File: src/rtl/ram_port_ctrl.sv
// ram_port_ctrl: valid/ready initiator for a one-hot word-select bit-sliced RAM port.
// Define RAM_PORT_CTRL_VERIFY_EN for post-write readback with sticky verify_err.
module ram_port_ctrl #(
  parameter int ADDR_W  = 2,
  parameter int DATA_W  = 4,
  parameter int WR_HOLD = 2,
  parameter int RD_WAIT = 1
) (
  input  logic                     clk,
  input  logic                     rst,
  input  logic                     req_valid,
  output logic                     req_ready,
  input  logic                     req_we,
  input  logic [ADDR_W-1:0]        req_addr,
  input  logic [DATA_W-1:0]        req_wdata,
  output logic                     rsp_valid,
  input  logic                     rsp_ready,
  output logic [DATA_W-1:0]        rsp_rdata,
  input  logic                     clear_start,
  output logic                     busy,
  output logic                     mem_rw,
  output logic [(1<<ADDR_W)-1:0]   mem_wordselect,
  output logic [DATA_W-1:0]        mem_data,
  input  logic [DATA_W-1:0]        mem_out
`ifdef RAM_PORT_CTRL_VERIFY_EN
  ,
  output logic                     verify_err
`endif
);

  localparam int WORDS = 1 << ADDR_W;
  localparam int CMAX  = (WR_HOLD > RD_WAIT) ? WR_HOLD : RD_WAIT;
  localparam int CNT_W = $clog2(CMAX + 1);

  typedef enum logic [2:0] {
    S_IDLE,
    S_WRITE,
    S_READ,
    S_RESP,
    S_CLEAR
`ifdef RAM_PORT_CTRL_VERIFY_EN
    ,
    S_VERIFY
`endif
  } state_t;

  state_t            state;
  logic [CNT_W-1:0]  cnt;
  logic [ADDR_W-1:0] widx;
`ifdef RAM_PORT_CTRL_VERIFY_EN
  logic [DATA_W-1:0] wdata_q;
  logic [DATA_W-1:0] vdata;
`endif

  function automatic logic [WORDS-1:0] onehot(
    input logic [ADDR_W-1:0] a
  );
    return WORDS'(1) << a;
  endfunction

  always_ff @(posedge clk) begin
    if (rst) begin
      state          <= S_IDLE;
      cnt            <= '0;
      widx           <= '0;
      req_ready      <= 1'b0;
      rsp_valid      <= 1'b0;
      rsp_rdata      <= '0;
      busy           <= 1'b0;
      mem_rw         <= 1'b0;
      mem_wordselect <= '0;
      mem_data       <= '0;
`ifdef RAM_PORT_CTRL_VERIFY_EN
      wdata_q        <= '0;
      vdata          <= '0;
      verify_err     <= 1'b0;
`endif
    end else begin
      unique case (state)
        S_IDLE: begin
          // clear wins over a same-cycle request
          if (clear_start) begin
            state          <= S_CLEAR;
            req_ready      <= 1'b0;
            busy           <= 1'b1;
            cnt            <= '0;
            widx           <= '0;
            mem_rw         <= 1'b1;
            mem_data       <= '0;
            mem_wordselect <= onehot('0);
          end else if (req_valid && req_ready) begin
            req_ready      <= 1'b0;
            busy           <= 1'b1;
            cnt            <= '0;
            mem_wordselect <= onehot(req_addr);
`ifdef RAM_PORT_CTRL_VERIFY_EN
            wdata_q        <= req_wdata;
`endif
            if (req_we) begin
              state    <= S_WRITE;
              mem_rw   <= 1'b1;
              mem_data <= req_wdata;
            end else begin
              state    <= S_READ;
              mem_rw   <= 1'b0;
              mem_data <= '0;
            end
          end else begin
            req_ready <= 1'b1;
          end
        end

        S_WRITE: begin
          if (cnt == CNT_W'(WR_HOLD - 1)) begin
            cnt      <= '0;
            mem_rw   <= 1'b0;
            mem_data <= '0;
`ifdef RAM_PORT_CTRL_VERIFY_EN
            state    <= S_VERIFY;
`else
            state          <= S_IDLE;
            mem_wordselect <= '0;
            req_ready      <= 1'b1;
            busy           <= 1'b0;
`endif
          end else begin
            cnt <= cnt + 1'b1;
          end
        end

        S_READ: begin
          if (cnt == CNT_W'(RD_WAIT - 1)) begin
            cnt            <= '0;
            rsp_rdata      <= mem_out;
            rsp_valid      <= 1'b1;
            mem_wordselect <= '0;
            state          <= S_RESP;
          end else begin
            cnt <= cnt + 1'b1;
          end
        end

        S_RESP: begin
          if (rsp_ready) begin
            rsp_valid <= 1'b0;
            req_ready <= 1'b1;
            busy      <= 1'b0;
            state     <= S_IDLE;
          end
        end

        S_CLEAR: begin
          if (cnt == CNT_W'(WR_HOLD - 1)) begin
            cnt <= '0;
            if (widx == ADDR_W'(WORDS - 1)) begin
              state          <= S_IDLE;
              mem_rw         <= 1'b0;
              mem_wordselect <= '0;
              req_ready      <= 1'b1;
              busy           <= 1'b0;
            end else begin
              widx           <= widx + 1'b1;
              mem_wordselect <= onehot(widx + 1'b1);
            end
          end else begin
            cnt <= cnt + 1'b1;
          end
        end

`ifdef RAM_PORT_CTRL_VERIFY_EN
        // sample on the RD_WAIT-th cycle, compare one cycle later
        S_VERIFY: begin
          if (cnt == CNT_W'(RD_WAIT - 1)) begin
            vdata          <= mem_out;
            mem_wordselect <= '0;
            cnt            <= cnt + 1'b1;
          end else if (cnt == CNT_W'(RD_WAIT)) begin
            if (vdata != wdata_q) verify_err <= 1'b1;
            cnt       <= '0;
            state     <= S_IDLE;
            req_ready <= 1'b1;
            busy      <= 1'b0;
          end else begin
            cnt <= cnt + 1'b1;
          end
        end
`endif

        default: state <= S_IDLE;
      endcase
    end
  end

endmodule

File: config.mk
export PLATFORM = sky130hd
export DESIGN_NAME = ram_port_ctrl
export DESIGN_NICKNAME = d
export VERILOG_FILES = /design/src/rtl/ram_port_ctrl.sv
export SDC_FILE = /design/constraint.sdc
export NUM_CORES = 1
export LEC_CHECK = 0
export CAP_MARGIN = 20
export CORE_UTILIZATION = 45
export CTS_CLUSTER_DIAMETER = 50
export DETAILED_ROUTE_END_ITERATION = 7
export PLACE_DENSITY = 0.75
export SLEW_MARGIN = 10
export SYNTH_ARGS = -nofsm -noshare
export SYNTH_HDL_FRONTEND = slang
export SYNTH_SLANG_ARGS = --single-unit
export TNS_END_PERCENT = 1
File: constraint.sdc
create_clock -name clk -period 1.65 [get_ports clk]
set_clock_uncertainty 0.2 [all_clocks]
set_input_delay 0.2475 -clock clk [delete_from_list [all_inputs] [get_ports clk]]
set_output_delay 0.2475 -clock clk [all_outputs]
set_load 0.03 [all_outputs]
## Word level (Yosys, flattened, before mapping)

Index checks and enable logic that the tools add are counted.

| storage, ports and cells | value |
|---|---|
| flip-flop bits (word level) | 23 |
| input port bits | 16 |
| word-level logic and storage cells | 98 |

| operators by class | value |
|---|---|
| add/sub/neg operators | 2 |
| equal/unequal tests | 14 |
| shift operators | 2 |
| muxes and demuxes | 49 |
| reductions and logical operators | 21 |

Operators by type and width:

| operator | count |
|---|---|
| 4-bit 2-to-1 mux | 9 |
| 3-bit 2-to-1 mux | 7 |
| 1-bit 2-to-1 mux | 16 |
| 2-bit 2-to-1 mux | 8 |
| 4-bit case mux with 4 select lines | 1 |
| 3-bit case mux with 5 select lines | 1 |
| 5-bit AND reduction | 3 |
| 2-bit != test, second input constant | 7 |
| 6-bit AND reduction | 2 |
| 1-bit case mux with 4 select lines | 2 |
| 4-bit case mux with 2 select lines | 1 |
| 4-bit nonzero test | 2 |
| 1-bit by 2-bit left shift with 4-bit output, first input constant | 2 |
| 3-bit by 2-bit equality test with 1-bit output, second input constant | 2 |
| 2-bit case mux with 3 select lines | 1 |
| 3-bit AND reduction | 2 |
| 2-bit nonzero test | 3 |
| 3-bit nonzero test | 2 |
| 2-bit by 1-bit adder with 2-bit output, second input constant | 2 |
| 2-bit case mux with 2 select lines | 1 |
| 2-bit AND reduction | 2 |
| 4-bit AND reduction | 1 |
| 3-bit by 1-bit equality test with 1-bit output, second input constant | 1 |
| 3-bit equality test, second input constant | 1 |
| 9 further kinds | 9 |

## Logic depth before layout (Yosys ltp)

| depth | value |
|---|---|
| depth after elaboration | 5 |
| depth in mapped cells | 7 |

## Least setup slack after synthesis

No wires, ideal clock.

| path | value |
|---|---|
| path type | reg2reg |
| from | reg cnt[0] |
| to | reg rsp_rdata[0] |
| library setup time | 0.128 ns |
| arrival time | 1.306 ns |
| slack | 0.017 ns |
| cell stages (with the launch flop) | 8 |
| path buffers | 2 |
| clock period less this slack | 1.633 ns |
| cell sequence | dfxtp_1 > inv_1 > ha_1 > clkbuf_1 > and3_1 > buf_2 > mux2i_1 > nor2_1 |

| on the way | value |
|---|---|
| word-level cells in the longest chain between the ends | 2 |

Ends and longest elaborated chain:

| element | RTL line | source |
|---|---|---|
| start, declared | 48 | `logic [CNT_W-1:0] cnt;` |
| start signal, assigned | 127 | `cnt <= cnt + 1'b1;` |
| start signal, assigned | 139 | `cnt <= cnt + 1'b1;` |
| start signal, assigned | 166 | `cnt <= cnt + 1'b1;` |
| 2-bit logical NOT | 132 | `if (cnt == CNT_W'(RD_WAIT - 1)) begin` |
| 2-bit AND reduction (no source line) | -- |  |
| end signal, assigned | 134 | `rsp_rdata <= mem_out;` |
| end, declared | 18 | `output logic [DATA_W-1:0] rsp_rdata,` |

Every way passes these cells.
A chain may end at the register's enable or synchronous reset.

## Worst setup path after layout

| path | value |
|---|---|
| from | reg state[2] |
| to | reg mem_wordselect[0] |

| on the way | value |
|---|---|
| word-level cells in the longest chain between the ends | 3 |
| elaborated cells between the ends (all ways) | 11 |

Ends and longest elaborated chain:

| element | RTL line | source |
|---|---|---|
| start, declared | 47 | `state_t state;` |
| start signal, assigned | 63 | `state <= S_IDLE;` |
| start signal, assigned | 83 | `state <= S_CLEAR;` |
| start signal, assigned | 100 | `state <= S_WRITE;` |
| 3-bit equality test, or another cell as far along | 79 | `unique case (state)` |
| 4-bit nonzero test (no source line), or another cell as far along | -- |  |
| 5-bit AND reduction (no source line) | -- |  |
| end signal, assigned | 90 | `mem_wordselect <= onehot('0);` |
| end signal, assigned | 95 | `mem_wordselect <= onehot(req_addr);` |
| end signal, assigned | 163 | `mem_wordselect <= onehot(widx + 1'b1);` |
| end, declared | 22 | `output logic [(1<<ADDR_W)-1:0] mem_wordselect,` |

Several ways; a longest one is shown, not always the timed one.

==> results.yml <==
floorplanning:
  die_area_sq_um: 3459
  io_pins: 32
  die_h_microns: 58.82
  row_count: 20
  start_util_pct: 47.58
  die_x_microns: 58.82
  core_sq_um: 3053
timing:
  setup_slack_ns: -0.02738
  tns_ns: -0.02738
  period_share_pct: 101.7
  hold_viol: 0
  tightest_slew_ns: 0.4165
  whs_ns: 0.2873
  rsz0062_at_grt: "true"
  drv_slew: 0
  setup_viol: 1
  maxSlewHeadroom_pct: 72.19
  final.min_clock_period_ns: 1.677
  fmax_mhz: 596.2
cells_and_area:
  diodes: 0
  final_util_pct: 68.65
  fin_area_sq_um: 2096
  final_cells: 266
  drive_above_1_share_pct: 29.28
  fin_nets: 248
  synthToLayoutAreaGrowth_pct: 44.27
clock_network:
  htreeDepth: 1
  numCtsBuffers: 3
  clk_pin_slew_ns: 0.14
  cts_sinks: 23
  tritoncts: "done"
  clock_path_buffers: 2
  cts_root_buffer: "clkbuf_4"
  clock_latency_ns: 0.31
  ctsHoldBuffers: 0
routing:
  postRouteAntennaNets: 0
  wl_per_cell_microns: 14.76
  vias: 1471
  vias_per_cell: 5.530
  drt-pass1-iter-count: 4
  first_iter_violations: 33
  drt-total-wl_mm: 3.926
  drc_errors: 0
global_routing:
  grt_pass1_wl_mm: 6.065
  grt_usage_pct: 22.60
  antenna_found_initial: 0
  grt_overflow: 0
  grt_start_max_net_pins: 26
  grt_pass1_vias: 1383
worst_setup_path:
  worstPathCellList: "buf_4 > nand2b_4 > a2bb2oi_2 > a221o_1 > a31oi_1"
  cp_slowest_cell: "dfxtp_4"
  worstSetupEndpointType: "flip-flop"
  crit_path_max_fanout: 7
  cpPeakStageDelay_ns: 0.40
  criticalPathCategory: "reg2reg"
  crit_buf_inv: 1
  cp-start-kind: "flip-flop"
  cp.arrival_ns: 1.71
  crit_required_ns: 1.68
  cpLargestDelayFamily: "compound AO/OA/AOI/OAI gates"
run_status:
  status: "finished, violations left"
  violations: "negative setup slack"
place:
  dp_hpwl_mm: 2.870
  io_buffer_count: 31
  place.gp.congestion: 0.8623
  dp_slack_ns: -0.2537
  place_area_sq_um: 1936
  place_inst: 259
synth:
  yosysUniqueCellTypes: 46
  synth_top_area_cell: "dfxtp_1"
  synth_nets: 196
  syn_inst: 171
  yosys.area.top_type_share_pct: 31.70
  yosys-top-cells-count: "dfxtp_1 (23), a21oi_1 (18), nor2_1 (14)"
  synth_area_per_cell_sq_um: 8.495
  synth_async_sr_flop_share_pct: 0
  yosys_warnings: 0
  syn-cell-area_sq_um: 1453
  ys_seq_area_share_pct: 31.70
  netlist_top_cells_area: "dfxtp_1 (32%), ha_1 (7.8%), a21oi_1 (6.2%)"
  ys_seq_elements: 23
  yosys_most_used_dff: "dfxtp_1"
  synth.most_common_cell: "dfxtp_1"
  synth-edff-count: 0
pwr:
  power_mw: 2.472
  power_density_nw_per_um2: 1179
  p_leak_nw: 0.8773
  irDropWorstVdd_uv: 654.5
flow_run:
  cap_violations: 0
hold_path:
  hp-class: "reg2reg"
==> cells in the final DEF (no fill, tap or decap), types with 2 or more instances in the layout <==
master | Yosys | final
a31oi_1 | 3 | 3
nor4_1 | 2 | 2
inv_2 | 1 | 2
a221oi_4 | 0 | 2
ha_4 | 0 | 2
o21ai_0 | 2 | 2
dfxtp_2 | 0 | 3
nand3_1 | 8 | 8
ha_2 | 0 | 2
dlygate4sd2_1 | 0 | 15
a21oi_2 | 0 | 5
nor2b_1 | 3 | 2
dfxtp_4 | 0 | 3
nor3_1 | 5 | 5
nand2_1 | 9 | 9
buf_4 | 2 | 24
clkbuf_4 | 0 | 3
nand2b_1 | 10 | 9
dfxtp_1 | 23 | 17
o211ai_1 | 2 | 2
nor2_1 | 14 | 13
ha_1 | 9 | 5
nor3b_2 | 2 | 3
a22oi_1 | 2 | 2
buf_6 | 3 | 2
mux2i_1 | 5 | 5
a21oi_1 | 18 | 13
a221o_1 | 4 | 4
inv_1 | 11 | 10
nand3b_1 | 2 | 2
a2bb2oi_1 | 2 | 2
a22o_1 | 2 | 2
clkdlybuf4s50_1 | 0 | 15
==> flip-flops by register name, summed over array words and instances (netlist names) <==
| name | cells |
|---|---|
| rsp_valid | 1 |
| cnt | 2 |
| mem_rw | 1 |
| mem_wordselect | 4 |
| widx | 2 |
| state | 3 |
| req_ready | 1 |
| rsp_rdata | 4 |
| busy | 1 |
| mem_data | 4 |
==> logic make-up after synthesis <==
family / Yosys count / synth area share (%)
mux: 5 / 3.445
xor+xnor: 2 / 1.206
buf+inv: 23 / 8.268
simple gates: 61 / 22.57
fa+ha+maj: 10 / 8.527
compound gates: 47 / 24.29
flops: 23 / 31.70
==> worst paths after layout <==
check	start	slack, ns	endpoint	cells after the start
hold reg to reg	mem_data[0]	0.29	mem_data[0]	2
hold / removal	mem_data[0]	0.29	mem_data[0]	2
setup / recovery	state[2]	-0.03	mem_wordselect[0]	5
setup reg to reg	state[2]	-0.03	mem_wordselect[0]	5
==> where the power goes <==
group	internal, mW	leakage, nW	switching [mW]
registers	0.672	0.191	0.104
clock network	0.0906	0.0177	0.180
logic	0.665	0.668	0.760
==> metal layers <==
layer  GRT usage (%)  up-vias  share of wire (%)
met3           2.198       10                4.1
met2           38.31       42                 50
met4           7.483        0                2.2
met1           30.03      703                 43
met5               0        -                  0
li1                -      716                  -
==> cell type report <==
class / instances / area, sq um
tap: 44 / 55.05
sequential: 23 / 475.5
clock buffer: 3 / 22.52
inverter: 12 / 45.04
timing repair buffer: 58 / 514.2
multi-input combinational: 125 / 978.4
clock inverter: 1 / 5.005
fill: 268 / 957.2
==> worst min-delay path, delay by kind of cell, from the launching register on <==
kind / cells / cell delay (ns)
DFF: 1 / 0.34
AOI/OAI and AO/OA: 1 / 0.06
and+or+nand+nor: 1 / 0.07
==> repair_timing <==
action                                  in CTS  in global routing
buffers inserted                             0                  3
cloned                                       0                  0
pin swaps                                    0                  9
endpoints found under the setup margin      31                 22
gates resized for setup                     22                 30
No activity file was read; power rests on OpenSTA's default activity.
